--- src/rtl/alu_ctrl_pkg.sv ---
// Shared definitions for the vector ALU issue controller: opcodes, function codes,
// latency classes and controller state encoding.
package alu_ctrl_pkg;

    localparam logic [5:0] OP_RTYPE = 6'b101010;

    // R-type function codes understood by the vector ALU
    localparam logic [5:0] VAND   = 6'b000001;
    localparam logic [5:0] VOR    = 6'b000010;
    localparam logic [5:0] VXOR   = 6'b000011;
    localparam logic [5:0] VNOT   = 6'b000100;
    localparam logic [5:0] VMOV   = 6'b000101;
    localparam logic [5:0] VADD   = 6'b000110;
    localparam logic [5:0] VSUB   = 6'b000111;
    localparam logic [5:0] VMULEU = 6'b001000;
    localparam logic [5:0] VMULOU = 6'b001001;
    localparam logic [5:0] VSLL   = 6'b001010;
    localparam logic [5:0] VSRL   = 6'b001011;
    localparam logic [5:0] VSRA   = 6'b001100;
    localparam logic [5:0] VROT   = 6'b001101;
    localparam logic [5:0] VDIV   = 6'b001110;
    localparam logic [5:0] VMOD   = 6'b001111;
    localparam logic [5:0] VSQEU  = 6'b010000;
    localparam logic [5:0] VSQOU  = 6'b010001;
    localparam logic [5:0] VSQRT  = 6'b010010;

    localparam int LAT_W = 8;

    typedef enum logic [1:0] {
        CLS_SIMPLE,
        CLS_MUL,
        CLS_LONG,
        CLS_ILLEGAL
    } lat_class_e;

    typedef enum logic [1:0] {
        IDLE,
        EXEC,
        DONE
    } state_e;

    // A latency below one cycle would underflow the countdown, so floor it at one.
    function automatic logic [LAT_W-1:0] lat_clamp(input int lat);
        return (lat < 1) ? LAT_W'(1) : LAT_W'(lat);
    endfunction

endpackage

--- src/rtl/alu_lat_class.sv ---
// Combinational decoder from (op_code, r_ins) to latency class and cycle count.
// Kept standalone so hazard logic can share the same classification.
module alu_lat_class
    import alu_ctrl_pkg::*;
#(
    parameter int LAT_SIMPLE = 1,
    parameter int LAT_MUL    = 2,
    parameter int LAT_LONG   = 4
) (
    input  logic [5:0]       op_code_i,
    input  logic [5:0]       r_ins_i,
    output lat_class_e       cls_o,
    output logic [LAT_W-1:0] lat_o,
    output logic             illegal_o
);

    always_comb begin
        cls_o = CLS_ILLEGAL;
        if (op_code_i == OP_RTYPE) begin
            case (r_ins_i)
                VAND, VOR, VXOR, VNOT, VMOV, VADD, VSUB,
                VSLL, VSRL, VSRA, VROT:         cls_o = CLS_SIMPLE;
                VMULEU, VMULOU, VSQEU, VSQOU:   cls_o = CLS_MUL;
                VDIV, VMOD, VSQRT:              cls_o = CLS_LONG;
                default:                        cls_o = CLS_ILLEGAL;
            endcase
        end
    end

    // Illegal codes still occupy one slot so the consumer sees a flagged result.
    always_comb begin
        case (cls_o)
            CLS_MUL:  lat_o = lat_clamp(LAT_MUL);
            CLS_LONG: lat_o = lat_clamp(LAT_LONG);
            default:  lat_o = lat_clamp(LAT_SIMPLE);
        endcase
    end

    assign illegal_o = (cls_o == CLS_ILLEGAL);

endmodule

--- src/rtl/alu_issue_ctrl.sv ---
// Issue controller in front of the combinational vector ALU: holds operands stable,
// waits the class latency, then presents the captured result on a valid/ready port.
module alu_issue_ctrl
    import alu_ctrl_pkg::*;
#(
    parameter int LAT_SIMPLE = 1,
    parameter int LAT_MUL    = 2,
    parameter int LAT_LONG   = 4
) (
    input  logic        clk,
    input  logic        reset,

    input  logic        in_valid,
    output logic        in_ready,
    input  logic [5:0]  in_op_code,
    input  logic [5:0]  in_r_ins,
    input  logic [1:0]  in_ww,
    input  logic [63:0] in_ra_val,
    input  logic [63:0] in_rb_val,
    input  logic [4:0]  in_rd,

    output logic [63:0] alu_ra,
    output logic [63:0] alu_rb,
    output logic [5:0]  alu_op_code,
    output logic [5:0]  alu_r_ins,
    output logic [1:0]  alu_ww,
    input  logic [63:0] alu_out,

    output logic        out_valid,
    input  logic        out_ready,
    output logic [63:0] out_result,
    output logic [4:0]  out_rd,
    output logic        out_illegal,
    output logic        busy
);

    state_e            state_q;
    logic [LAT_W-1:0]  cnt_q;
    logic [4:0]        rd_q;
    logic              illegal_q;

    logic [63:0]       alu_ra_q;
    logic [63:0]       alu_rb_q;
    logic [5:0]        alu_op_code_q;
    logic [5:0]        alu_r_ins_q;
    logic [1:0]        alu_ww_q;

    logic              out_valid_q;
    logic [63:0]       out_result_q;
    logic [4:0]        out_rd_q;
    logic              out_illegal_q;

    lat_class_e        dec_cls;
    logic [LAT_W-1:0]  dec_lat;
    logic              dec_illegal;
    logic              accept;

    alu_lat_class #(
        .LAT_SIMPLE (LAT_SIMPLE),
        .LAT_MUL    (LAT_MUL),
        .LAT_LONG   (LAT_LONG)
    ) u_lat_class (
        .op_code_i  (in_op_code),
        .r_ins_i    (in_r_ins),
        .cls_o      (dec_cls),
        .lat_o      (dec_lat),
        .illegal_o  (dec_illegal)
    );

    // Accepting in DONE while the result drains gives back-to-back issue.
    assign in_ready = (state_q == IDLE) | ((state_q == DONE) & out_ready);
    assign accept   = in_valid & in_ready;

    always_ff @(posedge clk or posedge reset) begin
        if (reset) begin
            state_q       <= IDLE;
            cnt_q         <= '0;
            rd_q          <= '0;
            illegal_q     <= 1'b0;
            alu_ra_q      <= '0;
            alu_rb_q      <= '0;
            alu_op_code_q <= '0;
            alu_r_ins_q   <= '0;
            alu_ww_q      <= '0;
            out_valid_q   <= 1'b0;
            out_result_q  <= '0;
            out_rd_q      <= '0;
            out_illegal_q <= 1'b0;
        end else begin
            if (accept) begin
                alu_ra_q      <= in_ra_val;
                alu_rb_q      <= in_rb_val;
                alu_op_code_q <= in_op_code;
                alu_r_ins_q   <= in_r_ins;
                alu_ww_q      <= in_ww;
                rd_q          <= in_rd;
                illegal_q     <= dec_illegal;
                cnt_q         <= dec_lat - LAT_W'(1);
            end

            case (state_q)
                IDLE: begin
                    if (accept) begin
                        state_q <= EXEC;
                    end
                end
                EXEC: begin
                    if (cnt_q != '0) begin
                        cnt_q <= cnt_q - LAT_W'(1);
                    end else begin
                        out_result_q  <= illegal_q ? 64'd0 : alu_out;
                        out_rd_q      <= rd_q;
                        out_illegal_q <= illegal_q;
                        out_valid_q   <= 1'b1;
                        state_q       <= DONE;
                    end
                end
                DONE: begin
                    if (out_ready) begin
                        out_valid_q <= 1'b0;
                        state_q     <= accept ? EXEC : IDLE;
                    end
                end
                default: begin
                    state_q <= IDLE;
                end
            endcase
        end
    end

    assign alu_ra      = alu_ra_q;
    assign alu_rb      = alu_rb_q;
    assign alu_op_code = alu_op_code_q;
    assign alu_r_ins   = alu_r_ins_q;
    assign alu_ww      = alu_ww_q;

    assign out_valid   = out_valid_q;
    assign out_result  = out_result_q;
    assign out_rd      = out_rd_q;
    assign out_illegal = out_illegal_q;
    assign busy        = (state_q != IDLE);

endmodule

--- config.mk ---
export PLATFORM = sky130hd
export DESIGN_NAME = alu_issue_ctrl
export DESIGN_NICKNAME = d
export VERILOG_FILES = /design/src/rtl/alu_ctrl_pkg.sv /design/src/rtl/alu_lat_class.sv /design/src/rtl/alu_issue_ctrl.sv
export SDC_FILE = /design/constraint.sdc
export NUM_CORES = 1
export LEC_CHECK = 0
export BUFFER_PORTS_ARGS = -buffer_cell sky130_fd_sc_hd__clkbuf_2
export CAP_MARGIN = 20
export CORE_AREA = 2 2 169 171
export DETAILED_ROUTE_END_ITERATION = 8
export DIE_AREA = 0 0 171 173
export GPL_TIMING_DRIVEN = 0
export PLACE_DENSITY_LB_ADDON = 0.12
export SETUP_SLACK_MARGIN = 0.05
export SYNTH_ARGS = -nofsm -noshare
export SYNTH_HDL_FRONTEND = slang
export SYNTH_SLANG_ARGS = --single-unit
--- constraint.sdc ---
create_clock -name clk -period 8 [get_ports clk]
set_clock_uncertainty 0.05 [all_clocks]
set_input_delay 0.4 -clock clk [delete_from_list [all_inputs] [get_ports clk]]
set_output_delay 0.4 -clock clk [all_outputs]
set_load 0.02 [all_outputs]
==> run summary <==
Largest family of logic cells by synthesized area - simple AND/OR/NAND/NOR gates
Total GRT Usage - 19.8%
Mapped Nets - 1206
GP Congestion - 0.778
R2R Setup Slk - 5.65 ns
Mux contribution to synthesized area - 1.52%
Highest Clock Rate - 0.425 GHz
Crit-path max FO - 10
Vias - 8304
Clk sinks - 229
I/O pin cnt - 430
Maximum vdd drop - 0.177 mV
Total Wirelength - 29700 um
Detail Route Antenna Nets - 0
Post-synthesis area per instance - 9.20 sq um
Final setup viols - 0
Filler cells - 2825
WL/cell - 15.7 um
YS warnings - 0
Critical Path End Type - register
Skew-Pair Late Insertion Delay - 0.52 ns
Sequential share of the synthesized area - 63.1%
RSZ-0062 raised after global routing - false
Post-Synth Adder-Cell Area - 0.551%
FF-to-FF End - alu_rb[8]$_DFFE_PP0P_
Site Rows - 61
Vias in the first global route - 8490
Worst path required time - 8.41 ns
Post-synth ARST share - 100%
Arrival time worst endpoint - 2.76 ns
Critical path type - reg -> reg
Final TNS setup - 0 ns
Outcome - completed
MaxCap Viol Count - 0
Largest net degree at the start of global routing - 118
Post-CTS Setup Bufs - 0
Yosys top cell by area - dfrtp_1
TritonCTS clock tree - built
Worst slew margin - 48.9%
Initial core utilization - 32.9%
DR pass1 iterations - 4
FF-to-FF path depth - 7
Fin crit share - 29.4%
DIE AREA - 29600 sq um
Die Wd - 171 um
DR iter-0 viols - 400
Compound-gate portion of the synthesized area - 4.97%
Hold WS - 0.0136 ns
DP HPWL - 22100 um
Leakage - 7.30 nW
CTS max path bufs - 3
EDFF count, synth - 0
Synth Area in Simple Gates - 27.1%
Placed Area - 11800 sq um
Design area - 13100 sq um
Final hold violation count - 0
Slew of the pin with the lowest slew margin - 0.766 ns
Top cell type's share of synthesized area - 63.1%
Initial antenna violation count - 1
Crit path launch - state_q[0]$_DFFE_PP0P_
CP endpoint - alu_rb[8]$_DFFE_PP0P_
Synthesized instance count - 987
CTS buffer count - 27
Synth unique cells - 34
Diode count - 0
Global route total overflow - 0
P per Cell Area - 418 nW/um^2
Worst path cell trace - inv_1 > o211a_1 > clkbuf_1 > buf_2 > clkbuf_1 > nand2_1 > nand2_1
Mapped Area - 9080 sq um
Synth area leaders - dfrtp_1, nand2_1, nand2b_1, o21ai_0, clkbuf_1
Slew Viols, Final - 0
Global-route wire length before repair - 46500 um
Clk pin slew, worst setup/hold paths - 0.06 ns
Die Span Y - 173 um
Startpoint types - register
Slowest CP cell - clkbuf_1
Crit-path max cell delay - 0.47 ns
Fin nets - 1716
H-tree Lvls - 1
Layout area overhead - 44.5%
Residual DRC count - 0
Share of layout cells above drive strength 1 - 32.5%
IO buf count - 429
Worst Hold Class - in -> reg
Tmin final - 2.35 ns
Top_reg_cell synth - dfrtp_1
Clk root buf - clkbuf_16
R2r startpoint - state_q[0]$_DFFE_PP0P_
Seq cells post-synth - 229
Synth Area in XOR/XNOR - 0%
Vias per cell - 4.39
Core Footprint - 27600 sq um
==> worst max-delay path, delay by kind of cell (launching register included) <==
family	cells	cell delay, ns
buffers and inverters	4	1.41
flip-flops	1	0.42
AND/OR/NAND/NOR	2	0.23
AO/OA/AOI/OAI	1	0.16
==> registers in the layout (all words and copies together) (netlist names) <==
name and cells:
rd_q 5, alu_r_ins 6, state_q 2, cnt_q 8
alu_ra 64, illegal_q 1, alu_ww 2, out_rd 5
out_valid 1, out_result 64, alu_op_code 6, out_illegal 1
alu_rb 64
==> what timing repair did <==
action / CTS / global route
endpoints found under the hold margin: 85 / 0
hold buffers: 50 / 0
resized for setup: 0 / 0
==> metrics by stage <==
stage          worst slack [ns]  total power (W)  std cells  utilization (%)
2_1_floorplan              1.27          0.00340        987                -
3_3_place_gp              -1.91          0.00430       1794             42.3
3_5_place_dp               5.45          0.00433       1796             42.6
4_1_cts                    5.45          0.00557       1893             47.5
5_1_grt                    5.36          0.00590       1893             47.5
6_report                   5.65          0.00549       1893             47.5
==> routing by layer <==
metal  GRT usage, %  up-vias  wire, um
li1               -     4092         -
met1           24.3     3845     12100
met2           34.0      318     14300
met3           5.56       47      2560
met4           5.40        2       688
met5              0        -        13
==> placed cells by master, fill, tap and decap left out, types with 2 or more instances in the layout <==
cell / synthesis / final
a21oi_1: 3 / 3
clkbuf_16: 0 / 27
nor2b_1: 2 / 2
dlygate4sd3_1: 0 / 50
ha_1: 4 / 4
buf_16: 0 / 2
clkbuf_2: 0 / 429
inv_1: 7 / 6
a21o_1: 2 / 2
clkbuf_1: 42 / 52
mux2i_1: 7 / 7
nand2b_1: 64 / 64
nand2_1: 518 / 518
o31ai_1: 2 / 2
nor2_1: 2 / 2
clkbuf_8: 0 / 8
nand3_1: 2 / 2
o21ai_0: 67 / 67
dfrtp_1: 229 / 229
mux2_2: 6 / 6
buf_2: 12 / 12
==> area by class of cell <==
class | count | area, sq um | share of cell area (%)
flip-flops and latches | 229 | 5730 | 43.7
multi-input cells | 696 | 3100 | 23.6
clock buffers | 45 | 823 | 6.27
well taps | 378 | 473 | 3.60
plain buffers | 55 | 221 | 1.69
repair buffers | 481 | 2700 | 20.6
clock inverters | 2 | 37.5 | 0.286
inverters | 7 | 33.8 | 0.257
==> cells by family (layout without fill, tap and decap cells) <==
logic type | after synthesis | count (layout)
AND/OR/NAND/NOR | 597 | 597
flip-flops | 229 | 229
AO/OA/AOI/OAI | 82 | 82
buffers and inverters | 62 | 590
multiplexers | 13 | 13
adder cells (fa/ha/maj) | 4 | 4
==> power by group <==
group / internal [W] / switching (W) / leakage, nW
Combinational: 0.000758 / 0.00153 / 4.04
Sequential: 0.00170 / 0.000300 / 2.85
Clock: 0.000724 / 0.000470 / 0.416
Total: 0.00319 / 0.00230 / 7.30
==> worst min path at each step <==
stage                     cells after the start                         end  slack (ns)                start
after CTS                                     3      alu_rb[41]$_DFFE_PP0P_      0.0002        in_rb_val[41]
after floorplan                               2         rd_q[0]$_DFFE_PP0P_        0.39  rd_q[0]$_DFFE_PP0P_
after detailed placement                      2  out_result[15]$_DFFE_PP0P_        0.35                reset
final                                         3       alu_ra[9]$_DFFE_PP0P_        0.01         in_ra_val[9]
after global routing                          3       alu_rb[7]$_DFFE_PP0P_       0.007         in_rb_val[7]
after global placement                        2         rd_q[2]$_DFFE_PP0P_        0.41  rd_q[2]$_DFFE_PP0P_
==> synth_stat cells, types with 2 or more instances <==
cell / instances
nand2_1: 518
dfrtp_1: 229
o21ai_0: 67
nand2b_1: 64
clkbuf_1: 42
buf_2: 12
inv_1: 7
mux2i_1: 7
mux2_2: 6
ha_1: 4
a21oi_1: 3
a21o_1: 2
nand3_1: 2
nor2_1: 2
nor2b_1: 2
o31ai_1: 2
(Power assumes the default switching activity.)
